## src/rtl/soc_system_pio_capture_pkg.sv

```systemverilog
// Shared constants and types for the soc_system PIO capture block.
// The optional event counter is enabled with the PIO_CAPTURE_EVCNT_EN macro.
package soc_system_pio_capture_pkg;

    localparam int MAX_WIDTH = 32;
    localparam int MAX_SYNC  = 4;

    localparam logic [2:0] ADDR_DATA     = 3'd0;
    localparam logic [2:0] ADDR_RISE_EN  = 3'd1;
    localparam logic [2:0] ADDR_FALL_EN  = 3'd2;
    localparam logic [2:0] ADDR_CAPTURE  = 3'd3;
    localparam logic [2:0] ADDR_IRQ_MASK = 3'd4;
    localparam logic [2:0] ADDR_EVCNT    = 3'd5;
    localparam logic [2:0] ADDR_SNAPSHOT = 3'd6;

    typedef enum logic {
        WARMUP = 1'b0,
        ARMED  = 1'b1
    } arm_state_t;

endpackage

```

## src/rtl/soc_system_pio_capture_if.sv

```systemverilog
// Avalon-MM slave bus bundle for the PIO capture block, plus its interrupt line.
interface soc_system_pio_capture_if;
    import soc_system_pio_capture_pkg::*;

    logic [2:0]  address;
    logic        chipselect;
    logic        write_n;
    logic [31:0] writedata;
    logic [31:0] readdata;
    logic        irq;

    modport slave (
        input  address,
        input  chipselect,
        input  write_n,
        input  writedata,
        output readdata,
        output irq
    );

    modport master (
        output address,
        output chipselect,
        output write_n,
        output writedata,
        input  readdata,
        input  irq
    );

endinterface

```

## src/rtl/soc_system_pio_sync.sv

```systemverilog
// WIDTH-wide multi-flop synchroniser for asynchronous fabric inputs.
module soc_system_pio_sync
    import soc_system_pio_capture_pkg::*;
#(
    parameter int WIDTH       = 32,
    parameter int SYNC_STAGES = 2
) (
    input  logic             clk,
    input  logic             reset,
    input  logic [WIDTH-1:0] d,
    output logic [WIDTH-1:0] q
);

    logic [WIDTH-1:0] s [SYNC_STAGES];

    always_ff @(posedge clk or posedge reset) begin
        if (reset) begin
            for (int i = 0; i < SYNC_STAGES; i++) begin
                s[i] <= '0;
            end
        end else begin
            s[0] <= d;
            for (int i = 1; i < SYNC_STAGES; i++) begin
                s[i] <= s[i-1];
            end
        end
    end

    assign q = s[SYNC_STAGES-1];

endmodule

```

## src/rtl/soc_system_pio_capture.sv

```systemverilog
// Avalon-MM input PIO with per-bit rise/fall capture, maskable irq and snapshot.
// Define PIO_CAPTURE_EVCNT_EN to add the saturating 32-bit event counter at address 5.
module soc_system_pio_capture
    import soc_system_pio_capture_pkg::*;
#(
    parameter int               WIDTH         = 32,
    parameter int               SYNC_STAGES   = 2,
    parameter logic [WIDTH-1:0] RISE_EN_RESET = {WIDTH{1'b1}},
    parameter logic [WIDTH-1:0] FALL_EN_RESET = {WIDTH{1'b0}}
) (
    input  logic                     clk,
    input  logic                     reset,
    soc_system_pio_capture_if.slave  bus,
    input  logic [WIDTH-1:0]         in_port
);

    localparam logic [2:0] WARM_LOAD = 3'(SYNC_STAGES + 1);

    logic [WIDTH-1:0] s_last;
    logic [WIDTH-1:0] prev;
    logic [WIDTH-1:0] rise_en;
    logic [WIDTH-1:0] fall_en;
    logic [WIDTH-1:0] irq_mask;
    logic [WIDTH-1:0] cap;
    logic [WIDTH-1:0] snapshot;

    logic [WIDTH-1:0] wdata_w;
    logic [WIDTH-1:0] rise;
    logic [WIDTH-1:0] fall;
    logic [WIDTH-1:0] hit;
    logic [WIDTH-1:0] clr;
    logic [WIDTH-1:0] cap_next;
    logic [WIDTH-1:0] mask_next;
    logic             wr_en;
    logic             any_hit;
    logic [31:0]      evcnt_rd;
    logic [31:0]      rd_mux;

    arm_state_t       state;
    logic [2:0]       warm_cnt;

    soc_system_pio_sync #(
        .WIDTH       (WIDTH),
        .SYNC_STAGES (SYNC_STAGES)
    ) u_sync (
        .clk   (clk),
        .reset (reset),
        .d     (in_port),
        .q     (s_last)
    );

    assign wr_en   = bus.chipselect & ~bus.write_n;
    assign wdata_w = bus.writedata[WIDTH-1:0];

    // Edge detect; suppressed until the chain and prev hold real input samples.
    assign rise    = s_last & ~prev & rise_en;
    assign fall    = ~s_last & prev & fall_en;
    assign hit     = (state == ARMED) ? (rise | fall) : '0;
    assign any_hit = |hit;

    assign clr       = (wr_en && bus.address == ADDR_CAPTURE) ? wdata_w : '0;
    assign cap_next  = (cap & ~clr) | hit;
    assign mask_next = (wr_en && bus.address == ADDR_IRQ_MASK) ? wdata_w : irq_mask;

    always_ff @(posedge clk or posedge reset) begin
        if (reset) begin
            state    <= WARMUP;
            warm_cnt <= WARM_LOAD;
        end else if (state == WARMUP) begin
            if (warm_cnt == 3'd0) begin
                state <= ARMED;
            end else begin
                warm_cnt <= warm_cnt - 3'd1;
            end
        end
    end

    always_ff @(posedge clk or posedge reset) begin
        if (reset) begin
            prev     <= '0;
            rise_en  <= RISE_EN_RESET;
            fall_en  <= FALL_EN_RESET;
            irq_mask <= '0;
            cap      <= '0;
            snapshot <= '0;
            bus.irq  <= 1'b0;
        end else begin
            prev     <= s_last;
            cap      <= cap_next;
            irq_mask <= mask_next;
            bus.irq  <= |(cap_next & mask_next);
            if (any_hit) begin
                snapshot <= s_last;
            end
            if (wr_en && bus.address == ADDR_RISE_EN) begin
                rise_en <= wdata_w;
            end
            if (wr_en && bus.address == ADDR_FALL_EN) begin
                fall_en <= wdata_w;
            end
        end
    end

`ifdef PIO_CAPTURE_EVCNT_EN
    logic [31:0] evcnt;

    function automatic logic [31:0] sat_inc(input logic [31:0] v);
        return (v == 32'hFFFF_FFFF) ? v : v + 32'd1;
    endfunction

    // A clear coinciding with an event still counts that event.
    always_ff @(posedge clk or posedge reset) begin
        if (reset) begin
            evcnt <= '0;
        end else if (wr_en && bus.address == ADDR_EVCNT) begin
            evcnt <= any_hit ? 32'd1 : 32'd0;
        end else if (any_hit) begin
            evcnt <= sat_inc(evcnt);
        end
    end

    assign evcnt_rd = evcnt;
`else
    assign evcnt_rd = 32'd0;
`endif

    always_comb begin
        rd_mux = 32'd0;
        case (bus.address)
            ADDR_DATA:     rd_mux = 32'(s_last);
            ADDR_RISE_EN:  rd_mux = 32'(rise_en);
            ADDR_FALL_EN:  rd_mux = 32'(fall_en);
            ADDR_CAPTURE:  rd_mux = 32'(cap);
            ADDR_IRQ_MASK: rd_mux = 32'(irq_mask);
            ADDR_EVCNT:    rd_mux = evcnt_rd;
            ADDR_SNAPSHOT: rd_mux = 32'(snapshot);
            default:       rd_mux = 32'd0;
        endcase
    end

    always_ff @(posedge clk or posedge reset) begin
        if (reset) begin
            bus.readdata <= 32'd0;
        end else begin
            bus.readdata <= rd_mux;
        end
    end

endmodule

```

## src/flat_wrapper.sv

```systemverilog
// flat-port wrapper written by rule: the top's interface ports become plain ports
module soc_system_pio_capture_flat import soc_system_pio_capture_pkg::*;
#(
    parameter int               WIDTH         = 32,
    parameter int               SYNC_STAGES   = 2,
    parameter logic [WIDTH-1:0] RISE_EN_RESET = {WIDTH{1'b1}},
    parameter logic [WIDTH-1:0] FALL_EN_RESET = {WIDTH{1'b0}}
)
  (clk, reset, in_port, bus_address, bus_chipselect, bus_write_n, bus_writedata, bus_readdata, bus_irq);
  soc_system_pio_capture_if bus_i ();
  input  logic clk;
  input  logic reset;
  input  logic [WIDTH-1:0] in_port;
  input wire logic [$bits(bus_i.address)-1:0] bus_address;
  input wire logic [$bits(bus_i.chipselect)-1:0] bus_chipselect;
  input wire logic [$bits(bus_i.write_n)-1:0] bus_write_n;
  input wire logic [$bits(bus_i.writedata)-1:0] bus_writedata;
  output wire logic [$bits(bus_i.readdata)-1:0] bus_readdata;
  output wire logic [$bits(bus_i.irq)-1:0] bus_irq;
  assign bus_i.address = bus_address;
  assign bus_i.chipselect = bus_chipselect;
  assign bus_i.write_n = bus_write_n;
  assign bus_i.writedata = bus_writedata;
  assign bus_readdata = bus_i.readdata;
  assign bus_irq = bus_i.irq;
  soc_system_pio_capture #(.WIDTH(WIDTH), .SYNC_STAGES(SYNC_STAGES), .RISE_EN_RESET(RISE_EN_RESET), .FALL_EN_RESET(FALL_EN_RESET)) u_core (.clk(clk), .reset(reset), .bus(bus_i), .in_port(in_port));
endmodule
```

## config.mk

```make
export PLATFORM = sky130hd
export DESIGN_NAME = soc_system_pio_capture_flat
export DESIGN_NICKNAME = d
export VERILOG_FILES = /design/src/rtl/soc_system_pio_capture_pkg.sv /design/src/rtl/soc_system_pio_capture_if.sv /design/src/rtl/soc_system_pio_sync.sv /design/src/rtl/soc_system_pio_capture.sv /design/src/flat_wrapper.sv
export SDC_FILE = /design/constraint.sdc
export NUM_CORES = 1
export LEC_CHECK = 0
export ABC_CLOCK_PERIOD_IN_PS = 18590
export CAP_MARGIN = 20
export CORE_ASPECT_RATIO = 2
export CORE_MARGIN = 2
export CORE_UTILIZATION = 47
export CTS_CLUSTER_DIAMETER = 120
export DETAILED_ROUTE_END_ITERATION = 7
export HOLD_SLACK_MARGIN = 0.12
export PLACE_DENSITY = 0.75
export SYNTH_ARGS = -nofsm -noshare
export SYNTH_HDL_FRONTEND = slang
export SYNTH_SLANG_ARGS = --single-unit
```

## constraint.sdc

```tcl
create_clock -name clk -period 18.59 [get_ports clk]
set_input_delay 2.7885 -clock clk [delete_from_list [all_inputs] [get_ports clk]]
set_output_delay 2.7885 -clock clk [all_outputs]
set_load 0.05 [all_outputs]
```

Yosys cells after proc, flatten, opt, wreduce, memory -nomap -nowiden
Cells that the tools add are included.
{"block": "totals", "mem_bits_rw": 0, "word_cells": 48, "register_bits": 293, "latch_bits": 0, "mem_count": 0, "inputBits": 71, "romBits": 0, "output_inout_bits": 33}
{"block": "classes", "n_mul": 0, "muxes": 6, "shift": 0, "n_reduce_logical": 9, "magnitude_cmp": 0, "div_mod_pow": 0, "add_sub_neg": 1, "bitwise": 15, "eq_ne": 5}
{"cell": "32-bit bitwise AND", "count": 6}
{"cell": "32-bit one-hot mux with 6 select lines", "count": 1}
{"cell": "32-bit two-way mux", "count": 3}
{"cell": "32-bit NOT", "count": 3}
{"cell": "32-bit OR", "count": 2}
{"cell": "32-bit OR reduction", "count": 2}
{"cell": "3-bit by 2-bit equality test with 1-bit output (second input constant)", "count": 2}
{"cell": "3-bit equality test (second input constant)", "count": 2}
{"cell": "3-bit logical NOT", "count": 2}
{"cell": "1-bit logical AND", "count": 4}
{"cell": "3-bit by 1-bit equality test with 1-bit output (second input constant)", "count": 1}
{"cell": "1-bit NOT", "count": 3}
{"cell": "3-bit by 1-bit subtractor with 3-bit output (second input constant)", "count": 1}
{"cell": "1-bit two-way mux", "count": 2}
{"cell": "2-bit AND reduction", "count": 1}
{"cell": "1-bit bitwise AND", "count": 1}

Longest topological paths before layout
{"block": "logic_depth", "word_depth": 9, "depth_mapped": 9, "ltp_nobuf": 7}

Hierarchy
A second synthesis with hierarchy kept.
{"block": "unflattened", "hier_cells": 988, "hier_area_um2": 11803.8}
{"module": "soc_system_pio_capture", "cells_each": 891, "seq_area_each_um2": 5773.0, "instances": 1, "area_per_inst_um2": 9958.3}
{"module": "soc_system_pio_sync", "cells_each": 97, "seq_area_each_um2": 1601.5, "instances": 1, "area_per_inst_um2": 1845.5}

Least setup slack after synthesis
No wires, ideal clock.
{"block": "synth_path", "kind": "input-to-reg", "from": "in bus_address[1]", "to": "reg u_core.bus.irq", "setup_time_ps": 143, "setup_slack_ps": 14057, "stages": 8, "arrival_time_ps": 4390, "n_path_buf": 2, "t_required_ps": 18447, "cell_sequence": "buf_2 -> nor3b_4 -> nand2_2 -> buf_6 -> mux2_4 -> a2111oi_2 -> and4_1 -> nand4_1"}
{"block": "synth_between", "elab_cells_between_ends": 11, "cone_classes": "eq/ne: 2; mux: 2; bitwise: 4; reduce/logical: 3"}
{"element": "start: declaration", "line": "flat_wrapper.sv:14", "rtl": "input wire logic [$bits(bus_i.address)-1:0] bus_address;"}
{"element": "3-bit equality test", "line": "soc_system_pio_capture.sv:63", "rtl": "assign mask_next = (wr_en && bus.address == ADDR_IRQ_MASK) ? wdata_w : irq_mask;"}
{"element": "1-bit logical AND", "line": "soc_system_pio_capture.sv:63"}
{"element": "32-bit two-way mux", "line": "soc_system_pio_capture.sv:63"}
{"element": "net u_core.mask_next[17]", "line": "soc_system_pio_capture.sv:33", "rtl": "logic [WIDTH-1:0] mask_next;"}
{"element": "32-bit bitwise AND", "line": "soc_system_pio_capture.sv:91", "rtl": "bus.irq <= |(cap_next & mask_next);"}
{"element": "32-bit OR reduction", "line": "soc_system_pio_capture.sv:91"}
{"element": "end signal: assignment", "line": "soc_system_pio_capture.sv:91"}
{"element": "end: declaration", "line": "soc_system_pio_capture_if.sv:18", "rtl": "output irq"}
The timed path passes the listed nets, and every way through them passes these cells.
A chain may end at the register's enable or synchronous reset.

Final worst setup path
{"block": "layout_path", "from": "in bus_address[2]", "to": "reg u_core.bus.irq"}
Same word-level chain as after synthesis.

==> results.md <==
* Vias in the first global route at 8,235
* Post-route design area at ~0.014 mm²
* # diodes at 0
* Area leader, netlist: dfrtp_1
* Mapped Area at ~0.012 mm²
* IO Count at ~100
* Slew Viols, Final at 0
* Initial antenna violation count at 0
* CP Data Arrival Time at 6.00 ns
* Root buffer cell: clkbuf_16
* Antenna viol nets, final at 0
* Initial drt markers at 640
* Hold Crit Class: reg2reg
* Seq/Total Area, Yosys at ~64%
* Run status: completed
* Max Cap Viol at 0
* Avg Cell Area, Syn at approximately 13 µm²
* Slew margin rel. at between 30% and 40%
* EDFF count, synth at 0
* Drt drc at 0
* Period utilisation layout at a little under a third
* Nets@finish at approximately 1,100
* Postcts setup bufs at 0
* Critical Path Sink Type: flip-flop
* Critical-path maximum fanout at between 40 and 50
* Area share of the largest cell type after synthesis at approximately 56%
* Core Box Area at 0.02432 mm²
* CP Class: in2reg
* Maximum VDD drop at around 68 µV
* Most common cell after layout, fill and taps aside: dfrtp_1
* Syn nets at between 900 and 1,000
* First-pass GRT wire length at roughly 45,000 µm
* Rows at 81
* Synth area leaders: dfrtp_1, dfstp_2, a22oi_1
* Required @ worst endpoint at 19.00 ns
* Drt total wl at between 20,000 and 30,000 µm
* Period minus WS final at between 5 and 6 ns
* Area Growth Syn to Fin at 18.84%
* Cts bufs inserted at 26
* Final Hold Fails at 0
* Power per cell area at roughly 110 mW/mm²
* Fmax at approximately 180 MHz
* CTS tree: yes
* Gr ovfl total at 0
* Pin count of the biggest net entering global routing at about 180
* CTS resizes at 0
* Seq cells post-synth at 293
* Top FF cell, synth: dfrtp_1
* YS warnings at 0
* Clock Path Buffers at 3
* Clk slew on worst S/H paths at approximately 0.07 ns
* TritonCTS Sinks at just under 300
* Ys async rst share at 100.0%
* Final Skew at 0.009909 ns
* Worst-margin pin slew at slightly below 1 ns
* Non-filler cells in the finished layout at approximately 1,300
* Clock Latency Late Sink at 0.54 ns
* H-tree depth at 1
* Most frequent cells in the layout: dfrtp_1, a22oi_1, clkdlybuf4s50_1, o21ai_0, mux2_2
* Gate Count Post-Synth at between 800 and 900
* Total GRT Usage at about 23%
* IO Port Bufs at about 100
* HPWL after detailed placement at roughly 18,000 µm
* Placed Cells at 1,252
* Hold depth at 0
* Initial Util at a little under half
* Synth cell types at 47
* Die H at between 200 and 250 µm
* Share of layout cells above drive strength 1 at about 16%
* DRT Pass-1 Iters at 7
* LEAKAGE at 0.006177 µW
* GP Congestion at approximately 0.82
* Setup TNS at 0 ns
* Worst r2r path cells at 7
* Final Hold Slack at 0.3473 ns
* Dpl cell area at roughly 0.013 mm²
* Unrepaired setup endpoints after global routing: no
* Die width at between 100 and 150 µm
* Final setup violating endpoints at 0
* DR vias at around 7,800
* Via/cell ratio at roughly 6.0
* Die area at roughly 0.026 mm²
* Post-DR wirelength/cell at ~22 µm
* Type of origin of the critical path: input port
* Hold Buf Count CTS at 0
* Number of fill cells in the layout at around 2,000
[per-layer routing]
| metal | track usage, % | vias to the layer above | part of all wire, % |
|---|---|---|---|
| met1 | 26.51 | 3972 | 37 |
| met2 | 40.72 | 283 | 53 |
| li1 | - | 3448 | - |
| met4 | 11.78 | 0 | 4.7 |
| met5 | 0 | - | 0 |
| met3 | 2.764 | 83 | 5.0 |
[metrics by stage]
| stage | util (%) | worst slack [ns] | total power, µW |
|---|---|---|---|
| final | 56.66 | 13.00 | 1579 |
| after global routing | 56.66 | 12.85 | 1643 |
| after CTS | 56.66 | 13.05 | 1591 |
| after detailed placement | 53.05 | 12.47 | 1033 |
| after global placement | 53.05 | 12.59 | 1026 |
| after floorplan | - | 7.767 | 936.9 |
[registers in the layout, indices dropped and copies added (netlist names)]
register,flops
u_core.state,1
u_core.u_sync.s,32
u_core.bus.irq,1
u_core.snapshot,32
u_core.cap,32
u_core.irq_mask,32
u_core.bus.readdata,32
u_core.fall_en,32
u_core.rise_en,32
u_core.warm_cnt,3
u_core.prev,32
u_core.u_sync.q,32
[synth_stat cells, types with 2 or more instances]
master and instances:
mux2_1 30, a22oi_1 106, ha_1 2, and3b_1 58
mux2_2 64, nand2_1 53, nor4b_1 2, buf_1 7
buf_6 2, a2111o_1 2, and2_1 4, a2111oi_2 3
mux2i_1 2, o21ai_1 11, dfstp_2 34, a22o_1 4
o21ai_0 66, nand4_1 7, clkbuf_1 29, nor2_1 4
mux2_4 5, and3_1 15, inv_1 33, nand3_1 46
o31ai_1 9, nor3b_1 2, nand3b_1 5, buf_2 9
a21boi_0 5, dfrtp_1 259, or2_2 2
[where the power goes]
group	internal, µW	switching, µW	total, µW
Combinational	103	137	239
Sequential	731	54.7	786
Clock	321	233	554
[final cells by class]
class | instances | area (µm²) | area share, %
Clock buffer | 38 | 747.0 | 5.420
Clock inverter | 9 | 132.6 | 0.9623
Inverter | 33 | 131.4 | 0.9532
Multi-Input combinational cell | 522 | 3908 | 28.35
Sequential cell | 293 | 7375 | 53.51
Tap cell | 290 | 362.8 | 2.633
Timing Repair Buffer | 114 | 1126 | 8.171
[critical path, cell delays in order]
cell	delay, ns
clkdlybuf4s50_1	0.64
nor3b_4	0.23
buf_4	0.47
nand2_2	0.52
mux2_2	0.43
a2111o_1	0.43
a2111oi_2	0.30
nand4_1	0.13
[path summary, 6_finish.rpt]
kind	startpoint	to	slack [ns]
max	bus_address[2]	u_core.bus.irq	13.00
min	u_core.u_sync.s[38]	u_core.u_sync.q[6]	0.35
max reg2reg	u_core.u_sync.q[15]	u_core.snapshot[20]	15.73
min reg2reg	u_core.u_sync.s[38]	u_core.u_sync.q[6]	0.35
max in group asynchronous	reset	u_core.u_sync.s[52]	14.36
min in group asynchronous	reset	u_core.u_sync.s[38]	2.78
[cell families after synthesis]
family                     synth area share (%)
DFF                                       63.59
AOI/OAI and AO/OA                         12.31
and+or+nand+nor                           10.98
muxes                                     9.947
buffers and inverters                     2.881
adders and majority gates                0.2157
xor gates and xnor gates                0.07553
Power figures use the tool's default switching activity.
==> edit, RTL diff (same settings) <==
`WIDTH` is set to 32 in 3 places; all go to 16.
--- a/src/rtl/soc_system_pio_sync.sv
+++ b/src/rtl/soc_system_pio_sync.sv
@@ -2,7 +2,7 @@
 module soc_system_pio_sync
     import soc_system_pio_capture_pkg::*;
 #(
-    parameter int WIDTH       = 32,
+    parameter int WIDTH       = 16,
     parameter int SYNC_STAGES = 2
 ) (
     input  logic             clk,
--- a/src/rtl/soc_system_pio_capture.sv
+++ b/src/rtl/soc_system_pio_capture.sv
@@ -3,7 +3,7 @@
 module soc_system_pio_capture
     import soc_system_pio_capture_pkg::*;
 #(
-    parameter int               WIDTH         = 32,
+    parameter int               WIDTH         = 16,
     parameter int               SYNC_STAGES   = 2,
     parameter logic [WIDTH-1:0] RISE_EN_RESET = {WIDTH{1'b1}},
     parameter logic [WIDTH-1:0] FALL_EN_RESET = {WIDTH{1'b0}}
--- a/src/flat_wrapper.sv
+++ b/src/flat_wrapper.sv
@@ -1,7 +1,7 @@
 // flat-port wrapper written by rule: the top's interface ports become plain ports
 module soc_system_pio_capture_flat import soc_system_pio_capture_pkg::*;
 #(
-    parameter int               WIDTH         = 32,
+    parameter int               WIDTH         = 16,
     parameter int               SYNC_STAGES   = 2,
     parameter logic [WIDTH-1:0] RISE_EN_RESET = {WIDTH{1'b1}},
     parameter logic [WIDTH-1:0] FALL_EN_RESET = {WIDTH{1'b0}}
Ports: changed (resized in_port); port bits go from 104 to 88. No check against the original RTL was run, so the function may have changed too.
==> edit against the unedited design <==
- clock power shrank 30%
- setup slack gained 0.079 ns
- global-route usage shrank 0.99 points
- area after synthesis shrank 45%
- total power shrank 40%
- highest routed layer unchanged
- final area shrank 44%
- critical path depth shrank 2
- critical endpoint is now u_core.fall_en[5]
- die area shrank 44%
- synthesized cell count shrank 42%
- first-iteration DRC count shrank 45%
- largest cell class unchanged
- sequential cell count shrank 144
- wire length shrank 48%
==> edit: results (changes against the unedited design) <==
[logic_synthesis]
syn_inst = 519  ; was 896
synth_compound_area_frac = 0.1000  ; was 0.1231
yosysUniqueCellTypes = 40  ; was 47
seq_area_frac_synth = 0.5857  ; was 0.6359
synth-adder-area-share = 0.003907  ; was 0.002158
synth.area.top_cells = dfrtp_1, mux2_2, dfstp_2, and3b_1, o21ai_0  ; was dfrtp_1, dfstp_2, a22oi_1, mux2_2, and3b_1
synth-xor-area-share = 0.001367  ; was 0.0007552
synth_common_cells = dfrtp_1, mux2_2, o21ai_0  ; was dfrtp_1, a22oi_1, o21ai_0
synth_mux_area_frac = 0.1483  ; was 0.09947

[critical_path]
arrival_ns = 5.80  ; was 6.00 ns
r2r_cells = 4  ; was 7
cp_slowest_cell = nand2_1  ; was clkdlybuf4s50_1
cpPeakStageDelay_ns = 0.80  ; was 0.64 ns
worstPathMaxFanout = 53  ; was 42
critical_path.top_delay_family = simple AND/OR/NAND/NOR gates  ; was buffers and inverters

[sta]
worstMarginPinSlew_ns = 1.158  ; was 0.9933 ns
skew_ns = 0.007486  ; was 0.009909 ns

[run_status]
status = finished, final reports clean  ; unchanged

[global_route]
grt_util_met1 = 0.2479  ; was 0.2651
grtUsageMet3 = 0.04437  ; was 0.02764
grtUsageTotal = 0.2185  ; was 0.2284
grt_pass1_vias = 4723  ; was 8235
met2_usage = 0.3622  ; was 0.4072
grt_pass1_wl_mm = 24.26  ; was 45.02 mm
grt_max_degree = 81  ; was 184

[placement]
post_dp_cell_area_um2 = 7009  ; was 12900 µm²
io_buffers = 55  ; was 103
place.gp.congestion = 0.8768  ; was 0.8207
placed_cells = 709  ; was 1252
hpwl_mm = 9.681  ; was 18.49 mm

[clocking]
h-tree-depth = 4  ; was 1
insertion_delay_ns = 0.42  ; was 0.54 ns
cts_made_buffers = 17  ; was 26
cts.path.max_buffers = 2  ; was 3
clkTransAtPathRegs_ns = 0.06

[routing]
met1Wirelength_mm = 5.743  ; was 10.75 mm
wl_met3_um = 619  ; was 1.444 mm
wirelength_mm = 15.17  ; was 29.01 mm
drtIter0Drc = 350  ; was 640
route.vias.total = 4429  ; was 7786
met2WireLength_mm = 7.921  ; was 15.45 mm
wl_per_cell_um = 20.47  ; was 22.33 µm

[cells_and_area]
drive_above_1_share = 0.2150  ; was 0.1645
fin_nets = 630  ; was 1063

[power_and_ir_drop]
total_leakage_power_nw = 3.432  ; was 6.177 nW
power.internal_uw = 694.0  ; was 1.155 mW
ir_worst_vdd_uv = 62.26  ; was 68.49 µV

-- edit: changes by cell type after synthesis, moves of 18 or more --
cell	delta
a22oi_1	-83
and3b_1	-30
dfrtp_1	-128
inv_1	-25
mux2_1	-30
nand3_1	-18
o21ai_0	-22
-- edit: power by group through the flow --
| stage | clock (mW) | sequential, mW | combinational, mW |
|---|---|---|---|
| finish | 0.387 | 0.400 | 0.152 |
| global route | 0.408 | 0.404 | 0.163 |
| CTS | 0.394 | 0.399 | 0.152 |
| detailed placement | 0 | 0.404 | 0.151 |
| global placement | 0 | 0.401 | 0.147 |
| floorplan | 0 | 0.414 | 0.0940 |
-- edit: path summary, 6_finish.rpt --
path | startpoint | endpoint | slack (ns)
hold reg to reg | u_core.u_sync.s[29] | u_core.u_sync.q[13] | 0.35
setup / recovery | bus_address[1] | u_core.fall_en[5] | 13.08
setup reg to reg | u_core.state | u_core.snapshot[11] | 15.56
max in group asynchronous | reset | u_core.cap[1] | 14.39
min in group asynchronous | reset | u_core.bus.readdata[6] | 2.86
hold / removal | u_core.u_sync.s[29] | u_core.u_sync.q[13] | 0.35
-- edit: per-stage QoR --
step           hold WS, ns  setup slack (ns)  total power [mW]  utilization
2_1_floorplan       0.3312             11.82            0.5076            -
5_1_grt             0.3521             13.03            0.9751       0.5748
4_1_cts             0.3490             13.10            0.9453       0.5748
6_report            0.3469             13.08            0.9398       0.5748
3_3_place_gp        0.3331             12.76            0.5488       0.5245
3_5_place_dp        0.3358             12.69            0.5555       0.5245
-- edit: area by class of cell --
class	instances	area (µm²)	share of cell area
clock inverter	13	229.0	0.02981
timing repair buffer	61	590.6	0.07689
tap	155	193.9	0.02525
clock buffer	19	442.9	0.05766
sequential	149	3751	0.4884
inverter	8	35.03	0.004561
multi-input combinational	336	2439	0.3175
